--- src/rtl/fifo_wr_arbiter.sv ---
// Round-robin arbiter sharing the write port of an async FIFO among NREQ valid/ready
// requesters. Grants last up to BURST words and are released early when the owner drops valid.
module fifo_wr_arbiter #(
  parameter int NREQ  = 4,
  parameter int DSIZE = 8,
  parameter int BURST = 4,
  parameter int IDW   = $clog2(NREQ)
) (
  input  logic                  wclk,
  input  logic                  wrst_n,
  input  logic [NREQ-1:0]       req_valid,
  input  logic [NREQ*DSIZE-1:0] req_data,
  output logic [NREQ-1:0]       req_ready,
  input  logic                  wfull,
  output logic                  winc,
  output logic [DSIZE-1:0]      wdata,
  output logic                  gnt_active,
  output logic [IDW-1:0]        gnt_id
);

  localparam int             CW   = $clog2(BURST + 1);
  localparam logic [CW-1:0]  LAST = CW'(BURST - 1);
  localparam logic [IDW-1:0] TOP  = IDW'(NREQ - 1);

  typedef enum logic {IDLE, GRANT} state_t;

  state_t         state, state_nx;
  logic [IDW-1:0] rr_ptr, rr_ptr_nx;
  logic [IDW-1:0] gnt_id_nx;
  logic [CW-1:0]  burst_cnt, burst_cnt_nx;
  logic [IDW-1:0] winner;

  // First set bit at or after the pointer, wrapping from NREQ-1 back to 0.
  function automatic logic [IDW-1:0] pick(input logic [NREQ-1:0] v, input logic [IDW-1:0] p);
    logic [IDW-1:0] w;
    logic           found;
    int             idx;
    w     = '0;
    found = 1'b0;
    for (int k = 0; k < NREQ; k++) begin
      idx = (int'(p) + k) % NREQ;
      if (!found && v[IDW'(idx)]) begin
        w     = IDW'(idx);
        found = 1'b1;
      end
    end
    return w;
  endfunction

  assign winner     = pick(req_valid, rr_ptr);
  assign gnt_active = (state == GRANT);

  always_ff @(posedge wclk or negedge wrst_n) begin
    if (!wrst_n) begin
      state     <= IDLE;
      rr_ptr    <= '0;
      gnt_id    <= '0;
      burst_cnt <= '0;
    end else begin
      state     <= state_nx;
      rr_ptr    <= rr_ptr_nx;
      gnt_id    <= gnt_id_nx;
      burst_cnt <= burst_cnt_nx;
    end
  end

  always_comb begin
    state_nx     = state;
    rr_ptr_nx    = rr_ptr;
    gnt_id_nx    = gnt_id;
    burst_cnt_nx = burst_cnt;
    winc         = 1'b0;
    wdata        = '0;
    req_ready    = '0;
    case (state)
      IDLE: begin
        if (|req_valid) begin
          gnt_id_nx    = winner;
          burst_cnt_nx = '0;
          state_nx     = GRANT;
        end
      end
      GRANT: begin
        wdata             = req_data[gnt_id*DSIZE +: DSIZE];
        req_ready[gnt_id] = ~wfull;
        winc              = req_valid[gnt_id] & ~wfull;
        // A dropped valid releases even while full; a full FIFO alone only stalls.
        if (!req_valid[gnt_id]) begin
          state_nx  = IDLE;
          rr_ptr_nx = (gnt_id == TOP) ? '0 : gnt_id + 1'b1;
        end else if (winc) begin
          burst_cnt_nx = burst_cnt + 1'b1;
          if (burst_cnt == LAST) begin
            state_nx  = IDLE;
            rr_ptr_nx = (gnt_id == TOP) ? '0 : gnt_id + 1'b1;
          end
        end
      end
      default: state_nx = IDLE;
    endcase
  end

endmodule

--- config.mk ---
export PLATFORM = sky130hd
export DESIGN_NAME = fifo_wr_arbiter
export DESIGN_NICKNAME = d
export VERILOG_FILES = /design/src/rtl/fifo_wr_arbiter.sv
export SDC_FILE = /design/constraint.sdc
export NUM_CORES = 1
export LEC_CHECK = 0
export BUFFER_PORTS_ARGS = -buffer_cell sky130_fd_sc_hd__buf_4
export CORE_MARGIN = 1
export CORE_UTILIZATION = 45
export CTS_CLUSTER_DIAMETER = 100
export DETAILED_ROUTE_END_ITERATION = 10
export GPL_ROUTABILITY_DRIVEN = 0
export GPL_TIMING_DRIVEN = 0
export PLACE_DENSITY = 0.85
export SLEW_MARGIN = 20
export SYNTH_ARGS = -nofsm -noshare
export SYNTH_HDL_FRONTEND = slang
export SYNTH_SLANG_ARGS = --single-unit
--- constraint.sdc ---
create_clock -name wclk -period 3.4 [get_ports wclk]
set_input_delay 1.02 -clock wclk [delete_from_list [all_inputs] [get_ports wclk]]
set_output_delay 1.02 -clock wclk [all_outputs]
set_load 0.01 [all_outputs]
* Yosys cells after proc, flatten, opt, wreduce, memory -nomap -nowiden *
Index checks and enable logic that the tools add are counted.

operators by class
  equality and inequality tests = 7
  shift operators = 1
  add/sub/neg operators = 5
  reductions and logical operators = 11
  mux-type cells = 39
  bitwise logic cells = 4
  magnitude comparators = 6

operators with widths
  operator                                                                              count
  32-bit by 6-bit indexed part select with 8-bit output                                 1
  1-bit two-way mux                                                                     18
  2-bit by 4-bit < comparator with 1-bit output (second input constant)                 4
  2-bit two-way mux                                                                     8
  1-bit binary-select mux with 2-bit select                                             5
  3-bit two-way mux                                                                     3
  8-bit two-way mux                                                                     1
  2-bit by 1-bit inequality test with 1-bit output (second input constant)              4
  3-bit one-hot mux with 2 select lines                                                 1
  3-bit AND reduction                                                                   2
  2-bit by 1-bit adder with 2-bit output (second input constant)                        2
  2-bit adder (second input constant)                                                   2
  4-bit bitwise AND                                                                     1
  1-bit logical AND                                                                     4
  4-bit two-way mux                                                                     1
  4-bit OR reduction                                                                    1
  3-bit by 1-bit adder with 3-bit output (second input constant)                        1
  3-bit by 2-bit equality test with 1-bit output (second input constant)                1
  1-bit zero test                                                                       3
  2-bit by 3-bit < comparator with 1-bit output (second input constant)                 1
  1-bit demux with 2-bit select                                                         1
  2-bit equality test (second input constant)                                           1
  2-bit by 1-bit greater-or-equal comparator with 1-bit output (second input constant)  1
  2-bit inequality test (second input constant)                                         1
  4 further kinds                                                                       5

word-level totals
  bits in registers = 8
  word-level logic and storage cells = 77

* Depth between registers and ports, before layout *
Gate-level depths: netlist (run 1).

  word-level depth = 13
  mapped depth = 6
  depth with buffers taken out = 6

* Worst setup path before layout (run 1) *
Ideal clock, no wire load.

  path type = input to output
  from = input req_valid[3]
  to = output winc
  setup slack = 0.639 ns
  data arrival time = 1.741 ns
  stages = 3
  cells stage by stage = mux4_2 -> nand2_1 -> inv_1

between the ends
  cells in the longest elaborated chain, start to end = 4

ends and longest elaborated chain
  item                                       line  text
  start, declared                            11    input logic [NREQ-1:0] req_valid,
  1-bit binary-select mux with 2-bit select  86    winc = req_valid[gnt_id] & ~wfull;
  1-bit two-way mux (implied by the code)    86
  1-bit bitwise AND                          86
  1-bit two-way mux                          75    case (state)
  end, declared                              15    output logic winc,

Every way passes these cells. The select of a mux whose other input is x is not followed.

* Worst setup path after layout (run 1) *
Same ends and word-level chain as after synthesis.

==> summary.txt, run 1 <==
ranking of synthesized cells by area: mux4_2 (24%), dfrtp_1 (24%), and2_1 (8.9%)
HP Class: reg2reg
Final Max Tran Viols: 0
cells after synthesis: 82
Horiz. Die Dim: 45.39 um
Cell Chain, Critical Path: buf_4 -> mux4_2 -> nand2_1 -> inv_1 -> buf_4
Routed Wire Length: 2275 um
num rows: 15
port bufs: 54
worst-path maximum fanout: 7
Core Util, Final: 0.7484
highest-delay cell along the critical path: mux4_2
initial DRC count: 9
total grt overflow: 0
Final nets: 186
multi-input logic area: 610.6 sq um
max capacitance violation total: 0
pin count of the biggest net entering global routing: 11
Clk Latency, worst-skew pair: 240 ps
Distinct cells, synth: 28
chip height: 45.39 um
area delta synth->final: 54.21%
Cell Area, Synth: 847.1 sq um
required time worst endpoint: 2380 ps
kind of critical path: in2out
share of cells above drive strength 1: 0.5180
Psw: 0.0003568 W
clock skew: 1.278 ps
clock buffer depth: 2
flip-flop and latch area: 200.2 sq um
Slew headroom: 0.6805
I/O pin cnt: 55
multiplexer share of the synthesized area: 0.2806
final critical-path share of the clock period: 0.9118
Logic pwr share: 0.706
final hold viol count: 0
syn_nets: 127
TritonCTS buffer count: 3
Worst Hold Margin: 511.8 ps
unrepaired setup endpoints after global routing: false
Reg clk slew, reported paths: 50 ps
Initial Utilization: 0.4853
final setup fails: 0
Internal: 0.0005307 W
syn_area_per_cell: 10.33 sq um
FMAX: 322.6 MHz
Synth top area share: 0.2393
Most used DFF post-synth: dfrtp_1
hpwl dp: 1914 um
fillcell total: 128
Tmin final: 3100 ps
crit end category: output port
adder-cell share of the synthesized area: 0.08863
full die area: 2060 sq um
register share of total power: 0.216
Yosys warning count: 0
top-count cell post-synth: and2_1
Compound-Gate Fraction of Synth Area: 0.1300
total power per unit cell area: 679.4 nW/um^2
Clock Sinks: 8
Lkg Pwr: 0.6458 nW
Setup TNS: 0 ps
power share of the clock group: 0.078
Residual DRC: 0
post-CTS setup buffer count: 0
total power: 0.0008875 W
register area share after synthesis: 0.2363
post-synth top area cell: mux4_2
CTS Hold Bufs: 0
first-pass GRT wire length: 3415 um
ys async rst share: 1.000
main combinational cell family by area after synthesis: multiplexers
GRT Util Overall: 0.2326
status: completed
Critical Path Most Common Cell: buf_4
# resized after CTS: 0
Crit path largest cell delay: 520 ps
Placeable Area: 1745 sq um
DRT antenna net count: 0
Post-synth EDFFs: 0
vias in the first global route: 830
switching share of total power: 0.4020
Slew @ Worst Pin: 477.6 ps
vias: 867
CTS tree: yes
H-tree Lvls: 1
Peak VDD IR: 505.4 uV
Post-Synth XOR/XNOR Area: 0
WL/cell: 13.87 um
startpoint class of the critical path: primary input
Commonest cells post-synth: and2_1 (12), mux4_2 (9), dfrtp_1 (8), ha_1 (6), inv_1 (6)
vias per cell: 5.287
antenna diode count: 0
Post-Synth Simple-Gate Area: 0.2216
root buf cell: clkbuf_4
drt first pass iters: 4
FF+latch count, synth: 8
worst path arrival time: 2080 ps
initial antenna violation count: 0
## power groups by stage
stage / clock, W / combinational [W] / sequential [W]
floorplan: 0 / 0.000396 / 0.000186
global placement: 0 / 0.000618 / 0.000189
detailed placement: 0 / 0.000631 / 0.000192
CTS: 0.0000724 / 0.000634 / 0.000191
global route: 0.0000787 / 0.000685 / 0.000199
finish: 0.0000690 / 0.000627 / 0.000191
## cell families after synthesis
group           Yosys count
simple gates             33
compound gates           14
mux                      12
buf+inv                   9
flops                     8
fa+ha+maj                 6
## registers in the layout (all words and copies together) (netlist names)
register and count:
burst_cnt 3, gnt_active 1, gnt_id 2, rr_ptr 2
## through the flow
step	cells	area [sq um]	worst slack [ps]
floorplan	82	847.1	638.6
global route	164	1306	238.3
global placement	161	1284	335.9
CTS	164	1306	301.7
finish	164	1306	299.9
detailed placement	161	1284	303.2
## worst paths after layout
path                               from      endpoint  slack [ps]  cells past startpoint
setup reg to reg              gnt_id[0]     rr_ptr[1]        1650                      4
hold reg to reg            burst_cnt[0]  burst_cnt[0]         510                      1
setup / recovery           req_valid[3]          winc         300                      5
hold / removal             burst_cnt[0]  burst_cnt[0]         510                      1
max in group asynchronous        wrst_n     gnt_id[1]        2700                      1
min in group asynchronous        wrst_n  burst_cnt[2]         580                      1
## final cells by class
class,count,share of cell area
inverter,6,0.01724
tap,25,0.02395
clock buffer,3,0.01724
buffer,3,0.01054
multi-input combinational,65,0.4674
timing repair buffer,54,0.3103
sequential,8,0.1533
## critical path, delay by kind of cell
family | cells | cell delay (ps)
buf+inv | 3 | 350
simple gates | 1 | 190
mux | 1 | 520
## placed cells by master (no fill, tap or decap)
master	count
o2bb2ai_1	1
o21ai_0	5
dfrtp_1	8
nand2b_1	1
a21oi_1	2
nand3_1	4
a22o_1	1
o41ai_1	1
mux4_2	9
and2_4	1
inv_1	6
nand3b_1	1
buf_4	54
nor2_1	4
nor2b_1	3
nand2b_2	1
and2_1	12
ha_1	6
mux2i_1	2
and2b_1	1
nand2_1	4
o22ai_1	1
o211ai_1	1
o41ai_4	1
o21a_1	1
buf_2	2
mux2_4	1
nor3_1	1
clkbuf_4	3
clkbuf_1	1
## layer usage
layer,wire length (um),up-vias,GRT usage
met5,0,-,0
met4,25,0,0.09091
li1,-,419,-
met1,885,396,0.2596
met2,1176,46,0.4257
met3,188,6,0.04762
Note: power is estimated with default switching activity, not from simulation.
==> run 2, diff against run 1 <==
--- a/config.mk
+++ b/config.mk
@@ -5,9 +5,10 @@
 export SDC_FILE = /design/constraint.sdc
 export NUM_CORES = 1
 export LEC_CHECK = 0
+export ABC_AREA = 1
 export BUFFER_PORTS_ARGS = -buffer_cell sky130_fd_sc_hd__buf_4
 export CORE_MARGIN = 1
-export CORE_UTILIZATION = 45
+export CORE_UTILIZATION = 48
 export CTS_CLUSTER_DIAMETER = 100
 export DETAILED_ROUTE_END_ITERATION = 10
 export GPL_ROUTABILITY_DRIVEN = 0
==> run 2 against run 1 <==
  * Global-route usage grew 2.0 points
  * Fmax rose by 10%
  * Non-clock buffer count grew 3
  * Clock-buffer cell count unchanged
  * Routed wire length up 29%
  * Clock power is 1% higher
  * Synthesized cell count rose by 130%
  * Largest power group unchanged
  * Die area is 12% higher
  * Area after synthesis up 20%
  * First-iteration DRC count grew to 4.2 times the previous value
  * Critical path depth increased by 1
  * Largest cell class unchanged
==> summary.txt, run 2 <==
worst path arrival time: 1790 ps
Slew headroom: 0.7262
Cell Area, Synth: 1016 sq um
CTS tree: yes
HP Class: reg2reg
Lkg Pwr: 0.8537 nW
max capacitance violation total: 0
post-CTS setup buffer count: 0
Cell Chain, Critical Path: inv_1 -> buf_4 -> clkbuf_1 -> o21ai_0 -> a21oi_1 -> buf_4
crit end category: output port
required time worst endpoint: 2380 ps
Critical Path Most Common Cell: buf_4
most frequent cells in the layout: nand2_1 (57), buf_4 (56), nor2_1 (37)
WL/cell: 10.88 um
unrepaired setup endpoints after global routing: false
Worst R2R End: rr_ptr[1]
flip-flop and latch area: 200.2 sq um
Slew @ Worst Pin: 410.7 ps
largest registers: burst_cnt x3, gnt_id x2, rr_ptr x2
DP Worst Slack: 626.6 ps
num rows: 16
Most used DFF post-synth: dfrtp_1
initial antenna violation count: 0
first-pass GRT wire length: 4112 um
status: completed
CTS Hold Bufs: 0
Setup TNS: 0 ps
area delta synth->final: 45.44%
drt first pass iters: 4
register area share after synthesis: 0.1970
Tmin final: 2807 ps
fillcell total: 178
Worst Hold Margin: 501.4 ps
Final WS setup: 592.7 ps
Placeable Area: 1982 sq um
cell area after placement: 1455 sq um
FF+latch count, synth: 8
Reg2Reg Depth: 6
final setup fails: 0
share of cells above drive strength 1: 0.2934
Yosys warning count: 0
H-tree Lvls: 1
DRT antenna net count: 0
Reg2Reg Launch Point: gnt_id[0]
clock buffer depth: 2
total grt overflow: 0
Clock Sinks: 8
total power: 0.001139 W
cells after synthesis: 185
antenna diode count: 0
top-count cell post-synth: nand2_1
root buf cell: clkbuf_4
FMAX: 356.2 MHz
Largest Register: burst_cnt
total power per unit cell area: 770.7 nW/um^2
final hold viol count: 0
flop2flop setup slack: 1810 ps
commonest non-fill, non-tap cell in the layout: nand2_1
vias: 1,341
Routed Wire Length: 2927 um
clock skew: 0.6481 ps
vias in the first global route: 1,040
pin count of the biggest net entering global routing: 12
final critical-path share of the clock period: 0.8257
Horiz. Die Dim: 48.01 um
ranking of synthesized cells by area: nand2_1 (21%), dfrtp_1 (20%), nor2_1 (14%)
Clk Latency, worst-skew pair: 250 ps
initial DRC count: 38
Hold Path End: burst_cnt[0]
Post-synth EDFFs: 0
syn_nets: 230
Commonest cells post-synth: nand2_1 (57), nor2_1 (37), o21ai_0 (20), inv_1 (16), nand3_1 (11)
# resized after CTS: 0
max reg flops: 3
hpwl dp: 2320 um
syn_area_per_cell: 5.492 sq um
I/O pin cnt: 55
Final Max Tran Viols: 0
Synth top area share: 0.2106
GRT Util Overall: 0.2529
Final nets: 289
full die area: 2304 sq um
TritonCTS buffer count: 3
worst hold path depth: 1
kind of critical path: reg2out
Peak VDD IR: 493.5 uV
ys async rst share: 1.000
post-synth top area cell: nand2_1
vias per cell: 4.985
chip height: 48.01 um
Initial Utilization: 0.5126
Distinct cells, synth: 19
port bufs: 54
Crit path largest cell delay: 430 ps
highest-delay cell along the critical path: dfrtp_1
worst-path maximum fanout: 11
fin area: 1478 sq um
multi-input logic area: 700.7 sq um
Min-Delay Startpoint: burst_cnt[0]
Residual DRC: 0
Reg clk slew, reported paths: 50 ps
startpoint class of the critical path: register
[run 2: changes by cell type after synthesis, sizes merged, moves of 8 or more]
cell / before / now
nand2: 4 / 61
nor2: 4 / 38
o21ai: 5 / 20
and2: 13 / 0
inv: 6 / 19
mux4: 9 / 0
a21oi: 2 / 10
nand3: 4 / 12
[run 2: worst max-delay path by stage]
stage	from	end	slack [ps]	cells after the start
after global routing	gnt_id[0]	wdata[5]	410	6
after detailed placement	req_valid[1]	winc	630	6
after floorplan	req_valid[1]	winc	920	4
after CTS	gnt_id[0]	wdata[5]	570	6
after global placement	req_valid[1]	winc	640	6
final	gnt_id[0]	wdata[5]	590	6
[run 2: final cells by class]
| class | count | area share |
|---|---|---|
| Buffer | 6 | 0.02710 |
| Clock buffer | 3 | 0.01524 |
| Tap cell | 27 | 0.02286 |
| Sequential cell | 8 | 0.1355 |
| Inverter | 20 | 0.05080 |
| Timing Repair Buffer | 54 | 0.2743 |
| Multi-Input combinational cell | 151 | 0.4742 |
[run 2: stage by stage]
stage | utilization | cells
2_1_floorplan | - | 185
3_3_place_gp | 0.7342 | 266
3_5_place_dp | 0.7342 | 266
4_1_cts | 0.7456 | 269
5_1_grt | 0.7456 | 269
6_report | 0.7456 | 269
[run 2: metal layers]
| layer | part of all wire | track usage |
|---|---|---|
| met4 | 0.015 | 0.1000 |
| met3 | 0.095 | 0.03774 |
| met2 | 0.47 | 0.4514 |
| met5 | 0 | 0 |
| met1 | 0.42 | 0.3014 |
[run 2: critical path, delay by kind of cell, from the launching register on]
kind / cells / cell delay, ps
buffers and inverters: 4 / 740
DFF: 1 / 430
AOI/OAI and AO/OA: 2 / 370
[run 2: power breakdown]
part	switching [W]	internal (W)	leakage [nW]	total, W
Sequential	0.0000443	0.000136	0.102	0.000180
Clock	0.0000298	0.0000402	0.0138	0.0000700
Combinational	0.000522	0.000366	0.738	0.000888
[run 2: logic make-up after synthesis]
| group | Yosys count | share of synthesized area |
|---|---|---|
| buffers and inverters | 26 | 0.1133 |
| DFF | 8 | 0.1970 |
| AOI/OAI and AO/OA | 31 | 0.1552 |
| and+or+nand+nor | 114 | 0.4606 |
| adders and majority gates | 6 | 0.07389 |
